[src/rtl/player_encoder_pkg.sv]
// Shared player-link definitions: frame geometry, state encoding and the ones-complement add.
// Used by both the encoder and the receiving decoder.
package player_link_pkg;

  localparam int          FRAME_WORDS       = 5;
  localparam int          WORD_BITS         = 16;
  localparam logic [15:0] DEFAULT_SYNC_WORD = 16'hA55A;

  typedef enum logic [2:0] {
    LINK_IDLE     = 3'd0,
    LINK_HEADER   = 3'd1,
    LINK_DATA     = 3'd2,
    LINK_CHECKSUM = 3'd3,
    LINK_GAP      = 3'd4
  } link_state_e;

  // 16-bit add with the carry out of bit 15 folded back into bit 0.
  function automatic logic [15:0] oc_add(input logic [15:0] a, input logic [15:0] b);
    logic [16:0] s;
    s = {1'b0, a} + {1'b0, b};
    return s[15:0] + {15'd0, s[16]};
  endfunction

endpackage

[src/rtl/player_encoder_if.sv]
// Player-link transmit bundle: action-word handshake in, serial frame stream out.
// master = game logic side, slave = encoder side.
interface player_encoder_if;
  import player_link_pkg::*;

  logic [2*WORD_BITS-1:0] info_in;
  logic                   info_valid_in;
  logic                   info_ready_out;
  logic                   data_out;
  logic                   data_valid_out;

  modport master (
    output info_in,
    output info_valid_in,
    input  info_ready_out,
    input  data_out,
    input  data_valid_out
  );

  modport slave (
    input  info_in,
    input  info_valid_in,
    output info_ready_out,
    output data_out,
    output data_valid_out
  );

endinterface

[src/rtl/player_encoder_ones_complement_sum.sv]
// Inverted 16-bit end-around-carry sum of four words; purely combinational.
// Also instantiated by the receiver to verify frames.
module ones_complement_sum
  import player_link_pkg::*;
(
  input  logic [WORD_BITS-1:0] w0_i,
  input  logic [WORD_BITS-1:0] w1_i,
  input  logic [WORD_BITS-1:0] w2_i,
  input  logic [WORD_BITS-1:0] w3_i,
  output logic [WORD_BITS-1:0] sum_o
);

  assign sum_o = ~oc_add(oc_add(oc_add(w0_i, w1_i), w2_i), w3_i);

endmodule

[src/rtl/player_encoder.sv]
// Serializes one 32-bit action word into an 80-bit MSB-first frame; first bit the cycle after accept.
// Ready only in IDLE (registered); valid while busy is ignored, so the source must hold its word.
module player_encoder
  import player_link_pkg::*;
#(
  parameter logic [15:0] SYNC_WORD  = DEFAULT_SYNC_WORD,
  parameter logic [7:0]  PLAYER_ID  = 8'h00,
  parameter int          GAP_CYCLES = 16
) (
  input  logic             clk_in,
  input  logic             rst_in,
  player_encoder_if.slave  bus
);

  localparam logic [2:0]  IDLE     = 3'(LINK_IDLE);
  localparam logic [2:0]  HEADER   = 3'(LINK_HEADER);
  localparam logic [2:0]  DATA     = 3'(LINK_DATA);
  localparam logic [2:0]  CHECKSUM = 3'(LINK_CHECKSUM);
  localparam logic [2:0]  GAP      = 3'(LINK_GAP);
  localparam logic [2:0]  LAST_WORD = 3'(FRAME_WORDS - 1);
  localparam logic [15:0] GAP_LAST = (GAP_CYCLES > 0) ? 16'(GAP_CYCLES - 1) : 16'd0;

  logic [2:0]  state_q, state_d;
  logic [3:0]  bit_idx_q, bit_idx_d;
  logic [2:0]  word_q, word_d;
  logic [15:0] gap_q, gap_d;
  logic [7:0]  seq_q, seq_d;
  logic        ready_q, ready_d;
  logic [15:0] hdr1_q, hdr1_d;
  logic [31:0] info_q, info_d;
  logic [15:0] csum_q, csum_d;

  logic        accept;
  logic        sending;
  logic        last_bit;
  logic [3:0]  bit_sel;
  logic [15:0] csum_calc;
  logic [15:0] cur_word;

  assign accept   = bus.info_valid_in && ready_q;
  assign sending  = (state_q == HEADER) || (state_q == DATA) || (state_q == CHECKSUM);
  assign last_bit = (bit_idx_q == 4'd15);
  assign bit_sel  = 4'd15 - bit_idx_q;

  // Checksum is taken from the live input at the accept edge, i.e. from exactly the words being latched.
  ones_complement_sum u_csum (
    .w0_i  (SYNC_WORD),
    .w1_i  ({PLAYER_ID, seq_q}),
    .w2_i  (bus.info_in[31:16]),
    .w3_i  (bus.info_in[15:0]),
    .sum_o (csum_calc)
  );

  always_comb begin
    state_d   = state_q;
    bit_idx_d = bit_idx_q;
    word_d    = word_q;
    gap_d     = gap_q;
    seq_d     = seq_q;
    hdr1_d    = hdr1_q;
    info_d    = info_q;
    csum_d    = csum_q;
    case (state_q)
      IDLE: begin
        if (accept) begin
          state_d   = HEADER;
          bit_idx_d = 4'd0;
          word_d    = 3'd0;
          hdr1_d    = {PLAYER_ID, seq_q};
          info_d    = bus.info_in;
          csum_d    = csum_calc;
          seq_d     = seq_q + 8'd1;
        end
      end
      HEADER, DATA, CHECKSUM: begin
        bit_idx_d = bit_idx_q + 4'd1;
        if (last_bit) begin
          word_d = word_q + 3'd1;
          if (word_q == 3'd1) begin
            state_d = DATA;
          end else if (word_q == 3'd3) begin
            state_d = CHECKSUM;
          end else if (word_q == LAST_WORD) begin
            word_d  = 3'd0;
            gap_d   = 16'd0;
            state_d = (GAP_CYCLES == 0) ? IDLE : GAP;
          end
        end
      end
      GAP: begin
        gap_d = gap_q + 16'd1;
        if (gap_q == GAP_LAST) begin
          gap_d   = 16'd0;
          state_d = IDLE;
        end
      end
      default: state_d = IDLE;
    endcase
    ready_d = (state_d == IDLE);
  end

  always_comb begin
    cur_word = 16'd0;
    case (word_q)
      3'd0:    cur_word = SYNC_WORD;
      3'd1:    cur_word = hdr1_q;
      3'd2:    cur_word = info_q[31:16];
      3'd3:    cur_word = info_q[15:0];
      3'd4:    cur_word = csum_q;
      default: cur_word = 16'd0;
    endcase
  end

  always_ff @(posedge clk_in) begin
    if (rst_in) begin
      state_q   <= IDLE;
      bit_idx_q <= 4'd0;
      word_q    <= 3'd0;
      gap_q     <= 16'd0;
      seq_q     <= 8'd0;
      ready_q   <= 1'b0;
      hdr1_q    <= 16'd0;
      info_q    <= 32'd0;
      csum_q    <= 16'd0;
    end else begin
      state_q   <= state_d;
      bit_idx_q <= bit_idx_d;
      word_q    <= word_d;
      gap_q     <= gap_d;
      seq_q     <= seq_d;
      ready_q   <= ready_d;
      hdr1_q    <= hdr1_d;
      info_q    <= info_d;
      csum_q    <= csum_d;
    end
  end

  assign bus.info_ready_out = ready_q;
  assign bus.data_valid_out = sending;
  assign bus.data_out       = sending & cur_word[bit_sel];

endmodule

[src/flat_wrapper.sv]
// flat-port wrapper written by rule: the top's interface ports become plain ports
module player_encoder_flat import player_link_pkg::*;
#(
  parameter logic [15:0] SYNC_WORD  = DEFAULT_SYNC_WORD,
  parameter logic [7:0]  PLAYER_ID  = 8'h00,
  parameter int          GAP_CYCLES = 16
)
  (clk_in, rst_in, bus_info_in, bus_info_valid_in, bus_info_ready_out, bus_data_out, bus_data_valid_out);
  player_encoder_if bus_i ();
  input  logic clk_in;
  input  logic rst_in;
  input wire logic [$bits(bus_i.info_in)-1:0] bus_info_in;
  input wire logic [$bits(bus_i.info_valid_in)-1:0] bus_info_valid_in;
  output wire logic [$bits(bus_i.info_ready_out)-1:0] bus_info_ready_out;
  output wire logic [$bits(bus_i.data_out)-1:0] bus_data_out;
  output wire logic [$bits(bus_i.data_valid_out)-1:0] bus_data_valid_out;
  assign bus_i.info_in = bus_info_in;
  assign bus_i.info_valid_in = bus_info_valid_in;
  assign bus_info_ready_out = bus_i.info_ready_out;
  assign bus_data_out = bus_i.data_out;
  assign bus_data_valid_out = bus_i.data_valid_out;
  player_encoder #(.SYNC_WORD(SYNC_WORD), .PLAYER_ID(PLAYER_ID), .GAP_CYCLES(GAP_CYCLES)) u_core (.clk_in(clk_in), .rst_in(rst_in), .bus(bus_i));
endmodule
[config.mk]
export PLATFORM = sky130hd
export DESIGN_NAME = player_encoder_flat
export DESIGN_NICKNAME = d
export VERILOG_FILES = /design/src/rtl/player_encoder_pkg.sv /design/src/rtl/player_encoder_if.sv /design/src/rtl/player_encoder_ones_complement_sum.sv /design/src/rtl/player_encoder.sv /design/src/flat_wrapper.sv
export SDC_FILE = /design/constraint.sdc
export NUM_CORES = 1
export LEC_CHECK = 0
export CORE_UTILIZATION = 25
export DETAILED_ROUTE_END_ITERATION = 12
export HOLD_SLACK_MARGIN = 0.15
export PLACE_DENSITY = 0.47
export SETUP_SLACK_MARGIN = 0.1
export SLEW_MARGIN = 20
export SYNTH_ARGS = -nofsm -noshare
export SYNTH_HDL_FRONTEND = slang
export SYNTH_SLANG_ARGS = --single-unit
export TNS_END_PERCENT = 5
[constraint.sdc]
create_clock -name clk_in -period 7.5 [get_ports clk_in]
set_input_delay 1.875 -clock clk_in [delete_from_list [all_inputs] [get_ports clk_in]]
set_output_delay 1.875 -clock clk_in [all_outputs]
set_load 0.05 [all_outputs]
Word-level counts from Yosys, hierarchy flattened. Index checks and enable logic that the tools add are counted.

Add/subtract/negate cells: 11. $lt $le $gt $ge: 1. Eq/ne operators: 15. Muxes and demuxes: 24. Bitwise logic cells: 2. Reduce and logical (&&, ||, !) cells: 13.

Operator list (count): 16-bit 2-to-1 mux (5); 16-bit one-hot mux with 5 select lines (1); 16-bit by 1-bit adder with 16-bit output (3); 16-bit by 16-bit adder with 17-bit output (2); 3-bit 2-to-1 mux (11); 16-bit one-hot mux with 2 select lines (1); 16-bit by 8-bit adder with 17-bit output (first input constant) (1); 16-bit by 1-bit adder with 16-bit output (second input constant) (1); 16-bit by 4-bit == test with 1-bit output (second input constant) (1); 16-bit NOT (1); 3-bit by 2-bit == test with 1-bit output (second input constant) (4); 3-bit zero test (3); 3-bit one-hot mux with 3 select lines (1); 8-bit by 1-bit adder with 8-bit output (second input constant) (1); 4-bit one-hot mux with 2 select lines (1); 3-bit by 1-bit == test with 1-bit output (second input constant) (2); 3-bit == test (second input constant) (2); 2-bit by 1-bit inequality test with 1-bit output (second input constant) (3); 3-bit one-hot mux with 2 select lines (1); 4-bit by 5-bit < comparator with 1-bit output (second input constant) (1); 5-bit AND reduction (1); 4-bit by 1-bit adder with 4-bit output (second input constant) (1); 1-bit binary-select mux with 4-bit select (1); 4-bit == test (second input constant) (1); other kinds (12) (16).

Register bits: 91. Bits of input ports: 35. Output and inout port bits: 3. Logic and storage cells: 75.

Logic depth before layout (Yosys ltp). Gate-level depths: netlist of the first run.

Depth after elaboration: 7. Gate-level depth with buffers: 35. Gate-level depth less buffers: 33.

Cells and area by module. Synthesis of the first run repeated with hierarchy kept, for this count alone.

Cell total of the unflattened synthesis: 984. Area, all modules: 7483.4 um^2.

By module, submodules not included: player_encoder (times used 1, cells an instance 532, area an instance 4124.0 um^2, sequential area each 1821.7 um^2); ones_complement_sum (times used 1, cells an instance 452, area an instance 3359.5 um^2, sequential area each 0.0 um^2).

Worst setup path after synthesis of the first run. OpenSTA, ideal clock, no wires.

Kind: input-to-reg. From: input bus_info_in[16]. To: register u_core.csum_q[14]. Library setup time: 87 ps. Arrival: 7904 ps. Required time: 7413 ps. Slack: -491 ps. Stages: 31. Buffers on the path: 2. Cells stage by stage: ha_1 > fa_1 > a211oi_1 > o21ai_0 > a31o_2 > or3_1 > a31oi_1 > o21bai_1 > ha_1 > and3_1 > nand4_1 > or3_1 > and3_1 > nor2_1 > ha_1 > nand2_1 > or4_1 > a21oi_1 > o21ai_0 > a21oi_1 > o21ai_0 > nand2b_1 > ha_1 > and3_1 > clkbuf_1 > nand4_1 > and3b_1 > buf_2 > nand2_1 > o31a_1 > o31ai_1.

Longest elaborated chain between the ends: 5.

Ends and longest elaborated chain: start: declaration (RTL line flat_wrapper.sv:12) `input wire logic [$bits(bus_i.info_in)-1:0] bus_info_in;`; 16-bit by 16-bit adder with 17-bit output (RTL line player_encoder_pkg.sv:20) `s = {1'b0, a} + {1'b0, b};`; 16-bit by 1-bit adder with 16-bit output (RTL line player_encoder_pkg.sv:21) `return s[15:0] + {15'd0, s[16]};`; 16-bit by 16-bit adder with 17-bit output (RTL line player_encoder_pkg.sv:20); 16-bit by 1-bit adder with 16-bit output (RTL line player_encoder_pkg.sv:21); 16-bit NOT (RTL line player_encoder_ones_complement_sum.sv:13) `assign sum_o = ~oc_add(oc_add(oc_add(w0_i, w1_i), w2_i), w3_i);`; end signal: assignment (RTL line player_encoder.sv:134) `csum_q <= csum_d;`; end: declaration (RTL line player_encoder.sv:31) `logic [15:0] csum_q, csum_d;`.

Every way passes these cells. A chain may end at the register's enable or synchronous reset.

Worst setup path after layout of the first run.
From: input bus_info_in[21]. To: register u_core.csum_q[13].

Same word-level chain as after synthesis.

==> summary.md, run 1 <==
| Metric | Value |
|---|---|
| Gp weighted congestion | between 0.8 and 0.9 |
| Drt first pass iters | 5 |
| DR iter-0 viols | ~430 |
| Final net count | slightly above 1000 |
| Root buf cell | clkbuf_16 |
| Largest family of logic cells by synthesized area | compound AO/OA/AOI/OAI gates |
| Worst path max stage delay | roughly 530 ps |
| Num CTS Buffers | 9 |
| Req. time, crit path | 7760 ps |
| Die height | 158.3 µm |
| Critical path destination | u_core.csum_q[13]$_SDFFE_PP0P_ |
| Row count | 56 |
| Min Hold Slack | about 450 ps |
| Worst min path class | reg -> reg |
| Total wire length | roughly 19 mm |
| Max H-tree Level | 3 |
| Setup crit end kind | flop |
| #FFs+latches synth | around 90 |
| Hold Crit Start | u_core.info_q[4]$_SDFFE_PP0P_ |
| Fraction of registers with async set/reset | 0% |
| Slew Viols, Final | 0 |
| Wirelength per Cell | 15.39 µm |
| Reg2reg end | u_core.csum_q[13]$_SDFFE_PP0P_ |
| Clock sink count | slightly above 90 |
| Number of global-route vias before repair | 5916 |
| Clock transition at path regs | roughly 70 ps |
| Clk buf depth | 2 |
| Post-Synthesis Cell Area | approximately 6100 µm² |
| Final Cell Area | a little over 8000 µm² |
| Slowest cell on the critical path | or4_4 |
| Reg2reg start | u_core.seq_q[1]$_SDFFE_PP0P_ |
| Synth top cells by count | 127 x nand2_1, 106 x a21oi_1, 91 x dfxtp_1, 62 x nor2_1, 39 x ha_1 |
| Post-synthesis simple-gate area fraction | roughly 25% |
| Tmin final | roughly 7400 ps |
| Syn_area_per_cell | around 7.6 µm² |
| Clk_lat worst skew | ~340 ps |
| Post-synthesis sequential area ratio | just under 30% |
| DPL Wire Length | around 15 mm |
| Die width | 158.3 µm |
| Die area | 25050 µm² |
| Synth Area in Adders | between 8 and 9% |
| Reg2reg path depth | 32 |
| Setup TNS | 0 ps |
| Main synth FF type | dfxtp_1 |
| Unrepaired setup endpoints after global routing | yes |
| First-pass GRT wire length | ~32 mm |
| Antenna viol nets, final | 0 |
| Most common cell in the synthesized netlist | nand2_1 |
| Worst EP arrival | between 7000 and 8000 ps |
| Total GRT Usage | between 10% and 20% |
| I/O pin count | 38 |
| Setup Crit Path Kind | in -> reg |
| Tcrit/Tclk final | 98.52% |
| Startpoint types | input port |
| Worst-path fanout max | 4 |
| Area Growth Syn to Fin | 34.57% |
| Layout cells sized above 1 | about a fifth |
| Synth Area in XOR/XNOR | a little under 8% |
| Yosys warns | 0 |
| Mapped Nets | 877 |
| FF-to-FF setup slack | just over 800 ps |
| Peak supply drop | 0.1107 mV |
| Layout Cells excl Fill | 1259 |
| Top post-synthesis cells by area | dfxtp_1 30%, a21oi_1 8.7%, ha_1 8.0% |
| LEAKAGE | between 0.003 and 0.004 µW |
| DR vias | just over 6000 |
| Fmax | ~0.14 GHz |
| Post-synth top area share | 29.84% |
| Port Buffers | 37 |
| DRC | 0 |
| Slew headroom | about 42% |
| Cell taking the most area after synthesis | dfxtp_1 |
| Antenna cells | 0 |
| Power density over the cells | ~190 nW/µm² |
| Mux cell area share after synthesis | 0.4918% |
| Setup violators final | 0 |
| Via/cell ratio | a little under 5 |
| DP Area | between 7000 and 8000 µm² |
| Clock skew | 8.939 ps |
| Run status | completed |
| Final hold viol count | 0 |
| Worst Tran Pin Value | 868.4 ps |
| Max-cap check violation count | 0 |
| CTS tree | built |
| Launch point of the worst path | bus_info_in[21] |
| Dpl cells | about 1200 |
| Largest net degree at the start of global routing | 83 |
| Compound-gate portion of the synthesized area | between 20% and 30% |
| CORE AREA | approximately 24000 µm² |
| Initial antenna violation count | 0 |
| Starting Density | roughly a quarter |
| Grt total ovfl | 0 |
| Post-synth EDFFs | 0 |
| Cells after Synth | 801 |
| Post-synth cell types | 65 |
| Post-CTS Hold Fix Bufs | 0 |
| Design Power | ~1600 µW |
## sequential cells by signal, summed over array words and instances, names as in the netlist
name	cells
u_core.bit_idx_q	4
u_core.bus.info_ready_out	1
u_core.csum_q	16
u_core.gap_q	16
u_core.hdr1_q	8
u_core.info_q	32
u_core.seq_q	8
u_core.state_q	3
u_core.word_q	3
## worst max-delay path, delay by kind of cell
kind	cells	cell delay, ps
AND/OR/NAND/NOR	14	3050
AO/OA/AOI/OAI	9	1340
adder cells (fa/ha/maj)	4	990
buffers and inverters	2	340
XOR/XNOR	1	70
## metrics by stage
step,utilization (%),setup WS [ps]
2_1_floorplan,-,-44.83
3_3_place_gp,32.25,-523.3
3_5_place_dp,32.25,-657.4
4_1_cts,34.54,104.3
5_1_grt,34.69,-124.3
6_report,34.69,111.2
## kinds of logic (layout without fill, tap and decap cells)
kind of cell / after synthesis / in the layout
flops: 91 / 91
simple gates: 320 / 320
mux: 3 / 3
xor+xnor: 54 / 54
buf+inv: 57 / 196
fa+ha+maj: 41 / 41
compound gates: 235 / 235
## per-layer routing
metal	track usage (%)	wire length (µm)	up-vias	part of all wire (%)
met2	26.00	8863	92	46
li1	-	-	3146	-
met4	3.892	321	0	1.7
met5	0	0	-	0
met1	22.44	9586	2874	49
met3	2.259	610	20	3.1
## power by group
group	switching (µW)	leakage (µW)	internal [µW]
Combinational	274	0.00222	254
Clock	194	0.000173	335
Sequential	13.6	0.000738	502
Total	481	0.00313	1090
## final cells by class
type	instances	area (µm²)
clock buffers	10	239.0
clock inverters	6	112.6
well taps	319	399.1
multi-input cells	653	4295
flip-flops and latches	91	1822
repair buffers	159	1270
fillers	2588	15470
inverters	21	78.83
## layout by cell type (no fill, tap or decap), types with 4 or more instances in the layout
master	instances
a211oi_1	7
a21boi_0	4
a21o_1	14
a21oi_1	103
a221o_1	4
a221oi_1	7
a22oi_1	4
and2_1	6
and3_1	10
buf_4	122
clkbuf_16	9
clkdlybuf4s50_1	26
dfxtp_1	91
dlygate4sd2_1	6
ha_1	30
ha_4	6
inv_1	20
nand2_1	124
nand2b_1	7
nand3_1	24
nand3b_1	9
nand4_1	11
nor2_1	59
nor2b_1	6
nor3_1	13
nor4_1	8
o21a_1	6
o21ai_0	32
o21ai_1	4
o22ai_1	4
o31ai_1	4
or2_2	6
or3_1	12
xnor2_1	31
xor2_1	21
## repair_timing
action                                  4_1_cts  5_1_grt
cloned                                        0        0
buffers inserted                             12        1
endpoints found under the hold margin         0        0
pin swaps                                    33       12
gates resized for setup                      37        6
endpoints found under the setup margin       13       10
## worst min path at each step
stage,to,depth (start not counted),slack (ps)
after global routing,u_core.info_q[6]$_SDFFE_PP0P_,2,470
after detailed placement,u_core.info_q[8]$_SDFFE_PP0P_,2,450
after CTS,u_core.info_q[8]$_SDFFE_PP0P_,2,460
final,u_core.info_q[4]$_SDFFE_PP0P_,2,450
after floorplan,u_core.csum_q[10]$_SDFFE_PP0P_,2,430
after global placement,u_core.csum_q[4]$_SDFFE_PP0P_,2,440
(Power assumes the default switching activity.)
==> inputs of run 2 (changes only) <==
ABC_AREA = 1   (was not set)
PLACE_DENSITY = 0.46   (was 0.47)
clock period = 6.6 ns   (was 7.5 ns; I/O delays follow)
==> run 2 against run 1 <==
  * Total power up 7.0%
  * Worst hold slack better by 21 ps
  * Largest power group is now registers
  * Synthesized cell count up 36%
  * Combinational power up 5.9%
==> summary.md, run 2 <==
| Metric | Value |
|---|---|
| Slew Viols, Final | 0 (unchanged) |
| Post-synth top area share | 27.05% (-2.8 points) |
| Main synth FF type | dfxtp_1 |
| Max-cap check violation count | 0 (unchanged) |
| Worst min path class | reg -> reg |
| Req. time, crit path | 6900 ps (-860 ps) |
| Most common cell after layout, fill and taps aside | nand2_1 |
| Clock sink count | 91 (unchanged) |
| Post-CTS Hold Fix Bufs | 0 (unchanged) |
| Final net count | 1242 (+23%) |
| Switching Share | 34.32% (+3.7 points) |
| Clock share of power | 31.4% (-2.2 points) |
| Clk buf depth | 2 (unchanged) |
| Layout cells sized above 1 | 11.88% (-8.3 points) |
| Cell mode on critical path | nand2_1 |
| Top post-synthesis cells by area | dfxtp_1 27%, nand2_1 16%, inv_1 8.0% |
| Syn_area_per_cell | 6.202 µm² (-19%) |
| Root buf cell | clkbuf_16 |
| Unrepaired setup endpoints after global routing | no |
| Antenna viol nets, final | 0 (unchanged) |
| Run status | completed |
| Total GRT Usage | 15.91% (-0.20 points) |
| Number of global-route vias before repair | 6749 (+14%) |
| Fraction of registers with async set/reset | 0% (unchanged) |
| Worst EP arrival | 6420 ps (-1230 ps) |
| Cell taking the most area after synthesis | dfxtp_1 |
| Most common cell in the synthesized netlist | nand2_1 |
| Synth Area in XOR/XNOR | 2.824% (-4.9 points) |
| DRC | 0 (unchanged) |
| Tcrit/Tclk final | between 90 and 100% |
| Compound-gate portion of the synthesized area | 16.05% (-8.9 points) |
| Cells after Synth | 1086 (+36%) |
| Yosys warns | 0 (unchanged) |
| Setup violators final | 0 (unchanged) |
| Die height | 166.1 µm (+5.0%) |
| Most frequent cells in the layout | 275 x nand2_1, 142 x inv_1, 129 x nor2_1 |
| Mapped Nets | 1162 (+32%) |
| Wirelength per Cell | 14.13 µm (-8.2%) |
| Num CTS Buffers | 9 (unchanged) |
| Port Buffers | 37 (unchanged) |
| LEAKAGE | 0.003760 µW (+20%) |
| Flip-flop count of the largest register after layout | 32 (unchanged) |
| Synth Area in Adders | 7.839% (-0.81 points) |
| Row count | 59 (+5.4%) |
| Max H-tree Level | 3 (unchanged) |
| Grt total ovfl | 0 (unchanged) |
| Synth top cells by count | 280 x nand2_1, 143 x inv_1, 136 x nor2_1, 91 x dfxtp_1 |
| Post-synthesis simple-gate area fraction | 36.15% (+11 points) |
| Clock transition at path regs | 60 ps (about the same) |
| DR iter-0 viols | 429 (+0.23%) |
| #FFs+latches synth | 91 (unchanged) |
| Peak supply drop | 0.09346 mV (-16%) |
| Cell-internal power | 1105 µW (+1.3%) |
| Setup Crit Path Kind | in -> reg |
| Die width | 166.1 µm (+5.0%) |
| Switch Pwr | 577.5 µW (+20%) |
| Mux cell area share after synthesis | 0% (-0.49 points) |
| Clock skew | 6.550 ps (-2.389 ps) |
| Post-synth cell types | 49 (-25%) |
| Clk_lat worst skew | 350 ps (about the same) |
| Slew headroom | 44.21% (+2.1 points) |
| Worst Tran Pin Value | 835.9 ps (-32.51 ps) |
| Fmax | ~0.16 GHz |
| Antenna cells | 0 (unchanged) |
| Min Hold Slack | 474.9 ps (+20.56 ps) |
| Post-synthesis sequential area ratio | 27.05% (-2.8 points) |
| Post-Synthesis Cell Area | 6735 µm² (+10%) |
| CORE AREA | 26210 µm² (+11%) |
| Layout Cells excl Fill | 1505 (+20%) |
| Die area | 27600 µm² (+10%) |
| Most flops, register | u_core.info_q |
| DPL Wire Length | 17.51 mm (+16%) |
| Gp weighted congestion | 0.8768 (+5.6%) |
| Starting Density | 25.70% (-0.081 points) |
| CTS tree | built |
| DR vias | 6878 (+12%) |
| Largest family of logic cells by synthesized area | simple AND/OR/NAND/NOR gates |
| Comb pwr share | 33.2% (-0.4 points) |
| Largest registers | u_core.info_q (32), u_core.csum_q (16), u_core.gap_q (16) |
| First-pass GRT wire length | 34.88 mm (+11%) |
| Final hold viol count | 0 (unchanged) |
| Startpoint types | input port |
| Area Growth Syn to Fin | 22.89% |
| I/O pin count | 38 (unchanged) |
| Slowest cell on the critical path | clkdlybuf4s50_1 |
| Worst path max stage delay | 470 ps (-60 ps) |
| Sequential power share | 35.4% (+2.6 points) |
| Tmin final | about 6000 ps |
| Worst-path fanout max | 4 (unchanged) |
| Dpl cells | 1489 (+21%) |
| Via/cell ratio | 4.570 (-6.2%) |
| Drt first pass iters | 5 (unchanged) |
| Initial antenna violation count | 1 (+1) |
| Setup crit end kind | flop |
| Total wire length | 21.26 mm (+9.7%) |
| Power density over the cells | 203.3 nW/µm² (+6.3%) |
| Largest net degree at the start of global routing | 45 (-46%) |
| Post-synth EDFFs | 0 (unchanged) |
## run 2: per-layer routing
metal,wire [µm],track usage [%]
met3,452,1.787
met5,13,0
met1,10420,21.26
met4,295,4.551
met2,10080,26.89
## run 2: critical path: cells and delay by family
family          cells  cell delay, ps
compound gates      3             330
buf+inv             4             790
xor+xnor            1             140
simple gates       23            2530
fa+ha+maj           4             970
## run 2: worst paths after layout
check                                 from                             to  slack, ps  cells after the start
min reg2reg  u_core.hdr1_q[0]$_SDFFE_PP0P_  u_core.hdr1_q[0]$_SDFFE_PP0P_        470                      2
max                        bus_info_in[25]  u_core.csum_q[9]$_SDFFE_PP0P_        470                     35
min          u_core.hdr1_q[0]$_SDFFE_PP0P_  u_core.hdr1_q[0]$_SDFFE_PP0P_        470                      2
max reg2reg   u_core.seq_q[2]$_SDFFE_PP0P_  u_core.csum_q[9]$_SDFFE_PP0P_       1070                     41
## run 2: cells by family after synthesis
| group | Yosys count |
|---|---|
| AO/OA/AOI/OAI | 193 |
| XOR/XNOR | 20 |
| adder cells (fa/ha/maj) | 41 |
| buffers and inverters | 177 |
| flip-flops | 91 |
| AND/OR/NAND/NOR | 564 |
## run 2: timing repair
action	CTS	global route
setup buffers	0	1
setup endpoints to repair	0	12
endpoints found under the hold margin	0	0
resized for setup	0	27
## run 2: layout make-up
cell class,count,area (µm²)
multi-input combinational,818,4350
clock buffer,11,252.7
inverter,149,559.3
sequential,91,1822
tap,335,419.2
fill,2929,17930
clock inverter,4,50.05
timing repair buffer,97,823.3
## run 2: power groups by stage
stage                     combinational [µW]  clock [µW]  sequential (µW)
after global routing                     635         565              600
after global placement                   551           0              609
after CTS                                552         545              597
after floorplan                          350           0              603
final                                    559         528              596
after detailed placement                 550           0              609
## run 2: through the flow
| step | utilization, % | TNS (ps) | power [µW] | instance area, µm² | setup WS [ps] |
|---|---|---|---|---|---|
| 2_1_floorplan | - | 0 | 952.6 | 6735 | 592.9 |
| 3_3_place_gp | 29.95 | -9.172 | 1160 | 7848 | -6.907 |
| 3_5_place_dp | 29.95 | -578.3 | 1159 | 7848 | -134.8 |
| 4_1_cts | 31.10 | 0 | 1693 | 8150 | 228.0 |
| 5_1_grt | 31.58 | 0 | 1799 | 8277 | 15.80 |
| 6_report | 31.58 | 0 | 1683 | 8277 | 472.3 |
